<file path="config.mk">
export PLATFORM = sky130hd
export DESIGN_NAME = alu_sequencer_flat
export DESIGN_NICKNAME = d
export VERILOG_FILES = /design/src/rtl/alu_sequencer_if.sv /design/src/rtl/alu_sequencer.sv /design/src/flat_wrapper.sv
export SDC_FILE = /design/constraint.sdc
export NUM_CORES = 1
export LEC_CHECK = 0
export BUFFER_PORTS_ARGS = -buffer_cell sky130_fd_sc_hd__buf_2
export CAP_MARGIN = 20
export CORE_AREA = 10 10 94 96
export DETAILED_ROUTE_END_ITERATION = 6
export DIE_AREA = 0 0 104 106
export PLACE_DENSITY = 0.74
export SLEW_MARGIN = 20
export SYNTH_ARGS = -nofsm -noshare
export SYNTH_HDL_FRONTEND = slang
export SYNTH_SLANG_ARGS = --single-unit
export TNS_END_PERCENT = 20
</file>
<file path="constraint.sdc">
create_clock -name clk -period 1.8 [get_ports clk]
set_input_delay 0.36 -clock clk [delete_from_list [all_inputs] [get_ports clk]]
set_output_delay 0.36 -clock clk [all_outputs]
set_load 0.01 [all_outputs]
</file>
<file path="src/rtl/alu_sequencer_if.sv">
// Register-file port of the ALU sequencer: a single-port array with a
// one-cycle read latency. The sequencer is the master and the array is the slave.
interface alu_sequencer_if;
  logic [7:0] rf_addr;
  logic       rf_re;
  logic [7:0] rf_rdata;
  logic       rf_we;
  logic [7:0] rf_wdata;

  modport master (output rf_addr, rf_re, rf_we, rf_wdata, input rf_rdata);
  modport slave  (input rf_addr, rf_re, rf_we, rf_wdata, output rf_rdata);
endinterface

</file>
<file path="src/rtl/alu_sequencer.sv">
// Operand sequencer for the combinational Z8 ALU. It fetches operands from the register file,
// writes results back, owns FLAGS, and runs INCW/DECW and DA in two phases.
module alu_sequencer (
  input  logic                   clk,
  input  logic                   reset,
  input  logic                   start,
  input  logic [4:0]             op,
  input  logic [7:0]             dst,
  input  logic [7:0]             src,
  output logic                   busy,
  output logic                   done,
  alu_sequencer_if.master        rf,
  output logic [4:0]             alu_mode,
  output logic [7:0]             alu_a,
  output logic [7:0]             alu_b,
  output logic [7:0]             alu_flags,
  input  logic [7:0]             alu_out,
  input  logic [7:0]             alu_out_flags,
  output logic [7:0]             flags,
  input  logic                   flags_we,
  input  logic [7:0]             flags_wdata
);
  localparam logic [4:0] ALU2_ADD  = 5'h00, ALU2_ADC  = 5'h01, ALU2_SUB = 5'h02,
                         ALU2_SBC  = 5'h03, ALU2_OR   = 5'h04, ALU2_AND = 5'h05,
                         ALU2_TCM  = 5'h06, ALU2_TM   = 5'h07, ALU2_CP  = 5'h08,
                         ALU2_XOR  = 5'h09;
  localparam logic [4:0] ALU1_INC  = 5'h11, ALU1_DEC  = 5'h12, ALU1_DA  = 5'h13,
                         ALU1_DA_H = 5'h14, ALU1_INCW = 5'h15, ALU1_DECW = 5'h16;

  typedef enum logic [2:0] {
    S_IDLE, S_RDA, S_LATA, S_LATB, S_EXEC, S_RDH, S_LATH, S_EXEC_H
  } state_t;

  state_t     state, state_nx;
  logic [4:0] op_q;
  logic [7:0] dst_q, src_q, op_a, op_b, tmp_flags;
  logic       is_two, is_nowb, is_word, is_daa, flags_upd;
  logic [7:0] dst_lo, dst_hi;
  logic [7:0] rf_addr, rf_wdata;
  logic       rf_re, rf_we;

  assign is_two  = op_q inside {ALU2_ADD, ALU2_ADC, ALU2_SUB, ALU2_SBC, ALU2_CP,
                                ALU2_OR, ALU2_AND, ALU2_TCM, ALU2_TM, ALU2_XOR};
  assign is_nowb = op_q inside {ALU2_CP, ALU2_TCM, ALU2_TM};
  assign is_word = op_q inside {ALU1_INCW, ALU1_DECW};
  assign is_daa  = (op_q == ALU1_DA);
  assign dst_lo  = dst_q | 8'h01;
  assign dst_hi  = dst_q & 8'hFE;
  assign busy    = (state != S_IDLE);

  assign rf.rf_addr  = rf_addr;
  assign rf.rf_re    = rf_re;
  assign rf.rf_we    = rf_we;
  assign rf.rf_wdata = rf_wdata;

  // NOTE: every output gets a default before the case so no path leaves it unassigned (no latches).
  always_comb begin
    state_nx  = state;
    done      = 1'b0;
    rf_addr   = 8'h00;
    rf_re     = 1'b0;
    rf_we     = 1'b0;
    rf_wdata  = 8'h00;
    alu_mode  = 5'h00;
    alu_a     = 8'h00;
    alu_b     = 8'h00;
    alu_flags = 8'h00;
    flags_upd = 1'b0;
    case (state)
      S_IDLE: if (start) state_nx = S_RDA;
      S_RDA: begin
        rf_re    = 1'b1;
        rf_addr  = is_word ? dst_lo : dst_q;
        state_nx = S_LATA;
      end
      S_LATA: begin
        if (is_two) begin
          rf_re    = 1'b1;
          rf_addr  = src_q;
          state_nx = S_LATB;
        end else begin
          state_nx = S_EXEC;
        end
      end
      S_LATB: state_nx = S_EXEC;
      S_EXEC: begin
        alu_a     = op_a;
        alu_flags = flags;
        if (is_word) begin
          // Low byte goes through plain INC/DEC; FLAGS wait for the high phase.
          alu_mode = (op_q == ALU1_INCW) ? ALU1_INC : ALU1_DEC;
          rf_we    = 1'b1;
          rf_addr  = dst_lo;
          rf_wdata = alu_out;
          state_nx = S_RDH;
        end else if (is_daa) begin
          alu_mode = ALU1_DA;
          state_nx = S_EXEC_H;
        end else begin
          alu_mode  = op_q;
          alu_b     = is_two ? op_b : 8'h00;
          rf_we     = !is_nowb;
          rf_addr   = dst_q;
          rf_wdata  = alu_out;
          flags_upd = 1'b1;
          done      = 1'b1;
          state_nx  = S_IDLE;
        end
      end
      S_RDH: begin
        rf_re    = 1'b1;
        rf_addr  = dst_hi;
        state_nx = S_LATH;
      end
      S_LATH: state_nx = S_EXEC_H;
      S_EXEC_H: begin
        alu_a     = op_a;
        rf_we     = 1'b1;
        rf_wdata  = alu_out;
        flags_upd = 1'b1;
        done      = 1'b1;
        state_nx  = S_IDLE;
        if (is_daa) begin
          alu_mode  = ALU1_DA_H;
          alu_flags = tmp_flags;
          rf_addr   = dst_q;
        end else begin
          alu_mode  = op_q;
          alu_b     = op_b;
          alu_flags = flags;
          rf_addr   = dst_hi;
        end
      end
      default: state_nx = S_IDLE;
    endcase
  end

  // NOTE: sequential state uses non-blocking assignments so every register samples pre-edge values.
  always_ff @(posedge clk or posedge reset) begin
    if (reset) begin
      state     <= S_IDLE;
      op_q      <= 5'h00;
      dst_q     <= 8'h00;
      src_q     <= 8'h00;
      op_a      <= 8'h00;
      op_b      <= 8'h00;
      tmp_flags <= 8'h00;
      flags     <= 8'h00;
    end else begin
      state <= state_nx;
      if (state == S_IDLE && start) begin
        op_q  <= op;
        dst_q <= dst;
        src_q <= src;
      end
      if (state == S_LATA || state == S_LATH) op_a <= rf.rf_rdata;
      if (state == S_LATB) op_b <= rf.rf_rdata;
      if (state == S_EXEC && is_word) op_b <= alu_out;
      if (state == S_EXEC && is_daa) begin
        op_a      <= alu_out;
        tmp_flags <= alu_out_flags;
      end
      // A sequencer result takes priority over an external FLAGS load in the same cycle.
      if (flags_upd)     flags <= alu_out_flags;
      else if (flags_we) flags <= flags_wdata;
    end
  end
endmodule

</file>
<file path="src/flat_wrapper.sv">
// flat-port wrapper written by rule: the top's interface ports become plain ports
module alu_sequencer_flat 
  (clk, reset, start, op, dst, src, busy, done, alu_mode, alu_a, alu_b, alu_flags, alu_out, alu_out_flags, flags, flags_we, flags_wdata, rf_rf_addr, rf_rf_re, rf_rf_we, rf_rf_wdata, rf_rf_rdata);
  alu_sequencer_if rf_i ();
  input  logic clk;
  input  logic reset;
  input  logic start;
  input  logic [4:0] op;
  input  logic [7:0] dst;
  input  logic [7:0] src;
  output logic busy;
  output logic done;
  output logic [4:0] alu_mode;
  output logic [7:0] alu_a;
  output logic [7:0] alu_b;
  output logic [7:0] alu_flags;
  input  logic [7:0] alu_out;
  input  logic [7:0] alu_out_flags;
  output logic [7:0] flags;
  input  logic flags_we;
  input  logic [7:0] flags_wdata;
  output wire logic [$bits(rf_i.rf_addr)-1:0] rf_rf_addr;
  output wire logic [$bits(rf_i.rf_re)-1:0] rf_rf_re;
  output wire logic [$bits(rf_i.rf_we)-1:0] rf_rf_we;
  output wire logic [$bits(rf_i.rf_wdata)-1:0] rf_rf_wdata;
  input wire logic [$bits(rf_i.rf_rdata)-1:0] rf_rf_rdata;
  assign rf_rf_addr = rf_i.rf_addr;
  assign rf_rf_re = rf_i.rf_re;
  assign rf_rf_we = rf_i.rf_we;
  assign rf_rf_wdata = rf_i.rf_wdata;
  assign rf_i.rf_rdata = rf_rf_rdata;
  alu_sequencer u_core (.clk(clk), .reset(reset), .start(start), .op(op), .dst(dst), .src(src), .busy(busy), .done(done), .rf(rf_i), .alu_mode(alu_mode), .alu_a(alu_a), .alu_b(alu_b), .alu_flags(alu_flags), .alu_out(alu_out), .alu_out_flags(alu_out_flags), .flags(flags), .flags_we(flags_we), .flags_wdata(flags_wdata));
endmodule
</file>
==> out/qor.yml, run 1 <==
finish:
  finish.utilization_pct: 59.7
  layout-drive-gt1-share_pct: 56.0
  syn2layout_area_growth_pct: 42.0
  fillers: 625
  nNetsFinal: 463
  antenna_cells: 0
sta:
  finalClockSkew_ns: 0.00935
  tightest_slew_ns: 0.619
  min_period_over_period_pct: 125
  setup_viol: 81
  drv_slew: 0
  finalHoldViolCount: 0
  period_minus_slack_ns: 2.24
  fmax_mhz: 446
  maxSlewHeadroom_pct: 58.6
  finalWorstSetupSlack_ns: -0.441
  fin_setup_tns_ns: -18.73
  rsz0062_at_grt: "true"
cts:
  htreeDepth: 2
  clock_tree.root_cell: "clkbuf_8"
  cts_tree: "built"
  clk_latency_ns: 0.31
  clk_transition_reported_paths_ns: 0.11
  cts_buffers: 5
  cts_buffer_depth: 2
  cts.sinks: 56
logic_synthesis:
  ys_seq_area_share_pct: 47.3
  synthFlopType: "dfrtp_1"
  synth_edf_count: 0
  synth.most_common_cell: "dfrtp_1"
  syn_avg_cell_area_sq_um: 11.6
  synthArstFlopShare_pct: 100
  synth_top_cell_area_share_pct: 47.3
  syn_nets: 313
  synth_seq_cells: 56
  syn_area_sq_um: 2970
  synthDistinctLibCells: 40
  yosysTopAreaCell: "dfrtp_1"
  synthCells: 256
  synth_common_cells: "56 x dfrtp_1, 44 x mux2_2, 31 x a22o_1"
  synth_top_cells_by_area: "dfrtp_1 47%, mux2_2 17%, a22o_1 9.2%"
  ys_warn_count: 0
outcome:
  status: "finished with violations"
  violations: "setup timing"
floorplan:
  io_pins: 114
  die_area_sq_um: 11000
  start_util_pct: 42.0
  die_x_microns: 104
  row_count: 31
  dieHeight_microns: 106
  fp.coreArea_sq_um: 7060
job:
  maxCapViolCount: 0
placement:
  port_buffers: 113
  hpwl_mm: 6.55
  gp_congestion: 0.857
global_routing:
  grt_pass1_vias: 2740
  grt_max_degree: 57
  antenna_found_initial: 0
  grt-ovfl-total: 0
  grt_pass1_wl_mm: 13.5
  track_usage_pct: 14.7
setup_path:
  cp-end-kind: "output port"
  crit_slowest_cell: "dfrtp_1"
  max_stage_delay_ns: 0.42
  critPathKind: "reg -> out"
  critPathLaunchType: "register"
  cp_max_fo: 4
  worstPathCellList: "nand3b_1 > buf_6 > buf_6 > nor3_4 > buf_6 > a22o_1 > buf_2"
  r2r_start: "u_core.state[1]"
  timing.critical_path.mode_cell: "buf_6"
  rr_worst_depth: 7
  r2r-end: "u_core.op_b[0]"
  cp.required_ns: 1.44
  crit_arrival_ns: 1.88
  r2r_slack_ns: -0.17
pwr:
  power_mw: 6.50
  p_leak_nw: 2.21
  ir_worst_vdd_mv: 0.815
  power.density_nw_per_um2: 1540
drt:
  drtIter0Drc: 78
  routed_wl_mm: 8.48
  vias: 2577
  drc: 0
  viasPerCell: 5.09
  post_drt_wl_per_cell_microns: 16.8
  first_pass_iters: 4
  ant_nets: 0
hold_path:
  hp-class: "in -> async"
-- placed cells by master (no fill, tap or decap), types with 2 or more instances in the layout --
cell type / netlist / routed
mux2_2: 44 / 36
nor2_4: 1 / 2
a21o_1: 17 / 17
nand3_1: 4 / 4
a21boi_0: 3 / 2
o21ai_0: 10 / 7
o21ai_1: 2 / 4
xnor2_1: 2 / 2
inv_1: 5 / 4
clkbuf_8: 0 / 5
nor3_4: 1 / 2
buf_12: 0 / 3
nand2_1: 7 / 7
mux2_4: 0 / 8
a211oi_1: 4 / 4
nor2_1: 5 / 4
dfrtp_1: 56 / 55
buf_4: 1 / 27
and2_1: 29 / 28
a22o_1: 31 / 31
buf_6: 2 / 16
buf_2: 5 / 111
-- layout make-up --
cell class	instances	area [sq um]	share of cell area (%)
clock buffer	5	68.8	1.63
timing repair buffer	158	1010	24.1
inverter	5	18.8	0.446
multi-input combinational	180	1560	37.1
sequential	56	1400	33.3
tap	99	124	2.94
clock inverter	3	22.5	0.535
-- report_power, final --
part / switching, mW / internal [mW]
clock network: 0.430 / 0.280
registers: 0.346 / 1.86
logic: 1.62 / 1.97
total: 2.39 / 4.11
-- how the worst max path moves through the flow --
stage | start | to
floorplan | u_core.op_q[2] | rf_rf_addr[0]
global placement | u_core.op_q[2] | alu_flags[2]
detailed placement | u_core.state[1] | rf_rf_wdata[0]
CTS | u_core.op_q[2] | alu_flags[4]
global route | u_core.op_q[2] | alu_flags[6]
finish | u_core.op_q[2] | alu_flags[4]
-- routing by layer --
metal / GRT usage [%] / routed length, microns / up-vias
met5: 0 / 0 / -
met4: 4.17 / 110 / 0
li1: - / - / 1232
met3: 5.07 / 588 / 10
met1: 17.4 / 3650 / 1241
met2: 24.8 / 4120 / 94
-- repair_timing --
item / in CTS / in global routing
pin swaps: 0 / 21
buffers inserted: 0 / 5
gates resized for setup: 14 / 27
hold buffers: 0 / 0
endpoints found under the hold margin: 0 / 0
endpoints found under the setup margin: 91 / 101
-- registers in the layout, summed over array words and instances, names as in the netlist --
signal            cells
u_core.tmp_flags      8
u_core.dst_q          8
u_core.op_b           8
u_core.flags          8
u_core.op_q           5
u_core.op_a           8
u_core.state          3
u_core.src_q          8
-- cells by family after synthesis --
logic type,count (synthesis),synth area share (%)
buf+inv,20,3.38
compound gates,74,19.1
mux,45,17.0
simple gates,59,12.7
xor+xnor,2,0.591
flops,56,47.3
-- critical path, delay by kind of cell (launching register included) --
kind,cells,cell delay (ns)
AOI/OAI and AO/OA,1,0.15
buffers and inverters,4,0.55
DFF,1,0.42
and+or+nand+nor,2,0.46
-- through the flow --
stage	cells	cell area [sq um]	hold slack (ns)	setup WS (ns)
after floorplan	256	2990	0.441	-0.0681
after global placement	493	3930	0.435	-0.149
after detailed placement	493	3930	0.438	-0.210
after CTS	501	4070	0.0942	-0.432
after global routing	506	4210	0.0958	-0.554
final	506	4210	0.0849	-0.441
(Power assumes the default switching activity.)
==> run 2: changes to the inputs <==
- PLACE_DENSITY: 0.74 -> not set
- PLACE_DENSITY_LB_ADDON: not set -> 0.05
==> out/qor.yml, run 2 (synthesis gave the netlist of run 1 again) <==
setup_path:
  crit_arrival_ns: 1.85  # -0.03 ns
  worstSetupEndpoint: "rf_rf_addr[1]"
  cp_top_family: "buffers and inverters"
  crit_slowest_cell: "dfrtp_1"
  r2r-end: "u_core.op_b[7]"
  r2r_slack_ns: -0.03  # +0.14 ns
  crit_start: "u_core.state[1]"
  worst-path-buf-inv: 3  # -1
  critPathKind: "reg -> out"
  r2r_start: "u_core.state[0]"
  cp.required_ns: 1.44  # about the same
  rr_worst_depth: 6  # -1
  cp_num_cells: 6  # -1
  max_stage_delay_ns: 0.45  # +0.03 ns
  worstPathCellList: "buf_4 > nor2b_1 > and4b_2 > buf_4 > a22o_1 > buf_2"
  cp-end-kind: "output port"
  timing.critical_path.mode_cell: "buf_4"
  critPathLaunchType: "register"
  cp_max_fo: 5  # +1
hold_path:
  hp-class: "in -> async"
drt:
  vias: 2630  # +2.1%
  drc: 0  # unchanged
  viasPerCell: 5.13  # +0.66%
  post_drt_wl_per_cell_microns: 16.9  # +0.82%
  routed_wl_mm: 8.66  # +2.2%
  ant_nets: 0  # unchanged
  first_pass_iters: 4  # unchanged
  drtIter0Drc: 99  # +27%
floorplan:
  start_util_pct: 42.0  # unchanged
  dieHeight_microns: 106  # unchanged
  die_area_sq_um: 11000  # unchanged
  die_x_microns: 104  # unchanged
  io_pins: 114  # unchanged
  row_count: 31  # unchanged
  fp.coreArea_sq_um: 7060  # unchanged
pwr:
  pwr-share-clk_pct: 13.1  # +2.2 points
  ir_worst_vdd_mv: 0.733  # -10%
  p_seq_share_pct: 32.6  # -1.4 points
  p_leak_nw: 2.26  # +2.2%
  switching_power_mw: 2.43  # +1.8%
  switching_share_pct: 35.9  # -0.92 points
  comb_power_share_pct: 54.3  # -0.8 points
  power.density_nw_per_um2: 1560  # +1.3%
  p_int_mw: 4.35  # +5.9%
  power_mw: 6.78  # +4.4%
sta:
  period_minus_slack_ns: 2.21  # -0.0290 ns
  finalHoldViolCount: 0  # unchanged
  whs_ns: 0.0880  # +0.00304 ns
  tightest_slew_ns: 0.378  # -0.241 ns
  drv_slew: 0  # unchanged
  rsz0062_at_grt: "true"
  finalWorstSetupSlack_ns: -0.412  # +0.0290 ns
  maxSlewHeadroom_pct: 74.8  # +16 points
  min_period_over_period_pct: 123  # -1.6 points
  finalClockSkew_ns: 0.00412  # -0.00523 ns
  setup_viol: 63  # -22%
  fmax_mhz: 452  # +1.3%
cts:
  cts_buffers: 5  # unchanged
  clk_latency_ns: 0.31  # about the same
  cts_tree: "built"
  htreeDepth: 2  # unchanged
  cts_hold_buf: 0  # unchanged
  cts_buffer_depth: 2  # unchanged
  clk_transition_reported_paths_ns: 0.10  # about the same
  cts.sinks: 56  # unchanged
  clock_tree.root_cell: "clkbuf_8"
finish:
  syn2layout_area_growth_pct: 46.4
  fin_area_sq_um: 4340  # +3.1%
  regArea_sq_um: 1400  # about the same
  multiInputGateArea_sq_um: 1590  # +1.7%
  layout.cells.non_filler: 513  # +1.4%
  fillers: 660  # +5.6%
  antenna_cells: 0  # unchanged
  layout-drive-gt1-share_pct: 58.5  # +2.4 points
  nNetsFinal: 470  # +1.5%
  final_cell_mix: "113 x buf_2, 56 x dfrtp_1, 42 x mux2_2"
  layout_commonest_cell: "buf_2"
global_routing:
  antenna_found_initial: 0  # unchanged
  grt_pass1_wl_mm: 14.1  # +4.7%
  grt_pass1_vias: 2806  # +2.4%
  grt_max_degree: 57  # unchanged
  grt-ovfl-total: 0  # unchanged
  track_usage_pct: 15.3  # +0.66 points
placement:
  hpwl_mm: 6.55  # about the same
  port_buffers: 113  # unchanged
  gp_congestion: 0.854  # -0.35%
  dpl-instance-area_sq_um: 4010  # +1.9%
  dp_slack_ns: -0.117  # +0.0923 ns
  place_inst: 498  # +1.0%
outcome:
  violations: "setup timing"
  status: "finished with violations"
job:
  maxCapViolCount: 0  # unchanged
-- run 2: cell types whose count changed in the layout (fill, tap and decap cells not counted), sizes merged --
cell | previous run | this run
inv | 6 | 5
clkinv | 2 | 1
bufinv | 0 | 1
buf | 158 | 165
clkbuf | 5 | 6
-- run 2: tightest hold or removal path, stage by stage --
cell and delay (ns):
buf_2 0.10, inv_2 0.06, buf_12 0.28
-- run 2: power groups by stage --
stage,combinational [mW],sequential (mW),clock [mW]
finish,3.68,2.21,0.886
global route,4.04,2.30,0.946
CTS,3.57,2.21,0.914
detailed placement,3.36,2.23,0
global placement,3.33,2.19,0
floorplan,1.96,2.16,0
-- run 2: how the worst min path moves through the flow --
stage	cells after the start	slack (ns)	from	to
after floorplan	1	0.44	u_core.op_a[7]	u_core.op_a[7]
after global placement	3	0.44	reset	u_core.dst_q[2]
after detailed placement	3	0.44	reset	u_core.dst_q[2]
after CTS	3	0.09	reset	u_core.dst_q[2]
after global routing	3	0.10	reset	u_core.flags[1]
final	3	0.09	reset	u_core.dst_q[6]
-- run 2: routing by layer --
metal	share of wire [%]	global-route usage, %	vias up
met5	0	0	-
met4	1.0	3.98	0
met3	6.8	4.71	12
met2	50	26.6	88
met1	43	18.1	1274
li1	-	-	1256
-- run 2: through the flow --
stage	setup TNS, ns	util, %
floorplan	-1.58	-
CTS	-17.74	60.2
detailed placement	-3.95	56.8
global placement	-3.13	56.8
global route	-20.69	61.5
finish	-15.00	61.5
-- run 2: final cells by class --
| class | instances | share of cell area [%] |
|---|---|---|
| Multi-Input combinational cell | 180 | 36.6 |
| Sequential cell | 56 | 32.3 |
| Timing Repair Buffer | 165 | 25.1 |
| Tap cell | 99 | 2.85 |
| Clock buffer | 6 | 1.90 |
| Clock inverter | 2 | 0.894 |
| Inverter | 5 | 0.432 |
-- run 2: what timing repair did --
item,CTS,global route
resized for setup,26,20
endpoints found under the setup margin,92,99
cloned,1,0
pin swaps,8,11
buffers inserted,3,3
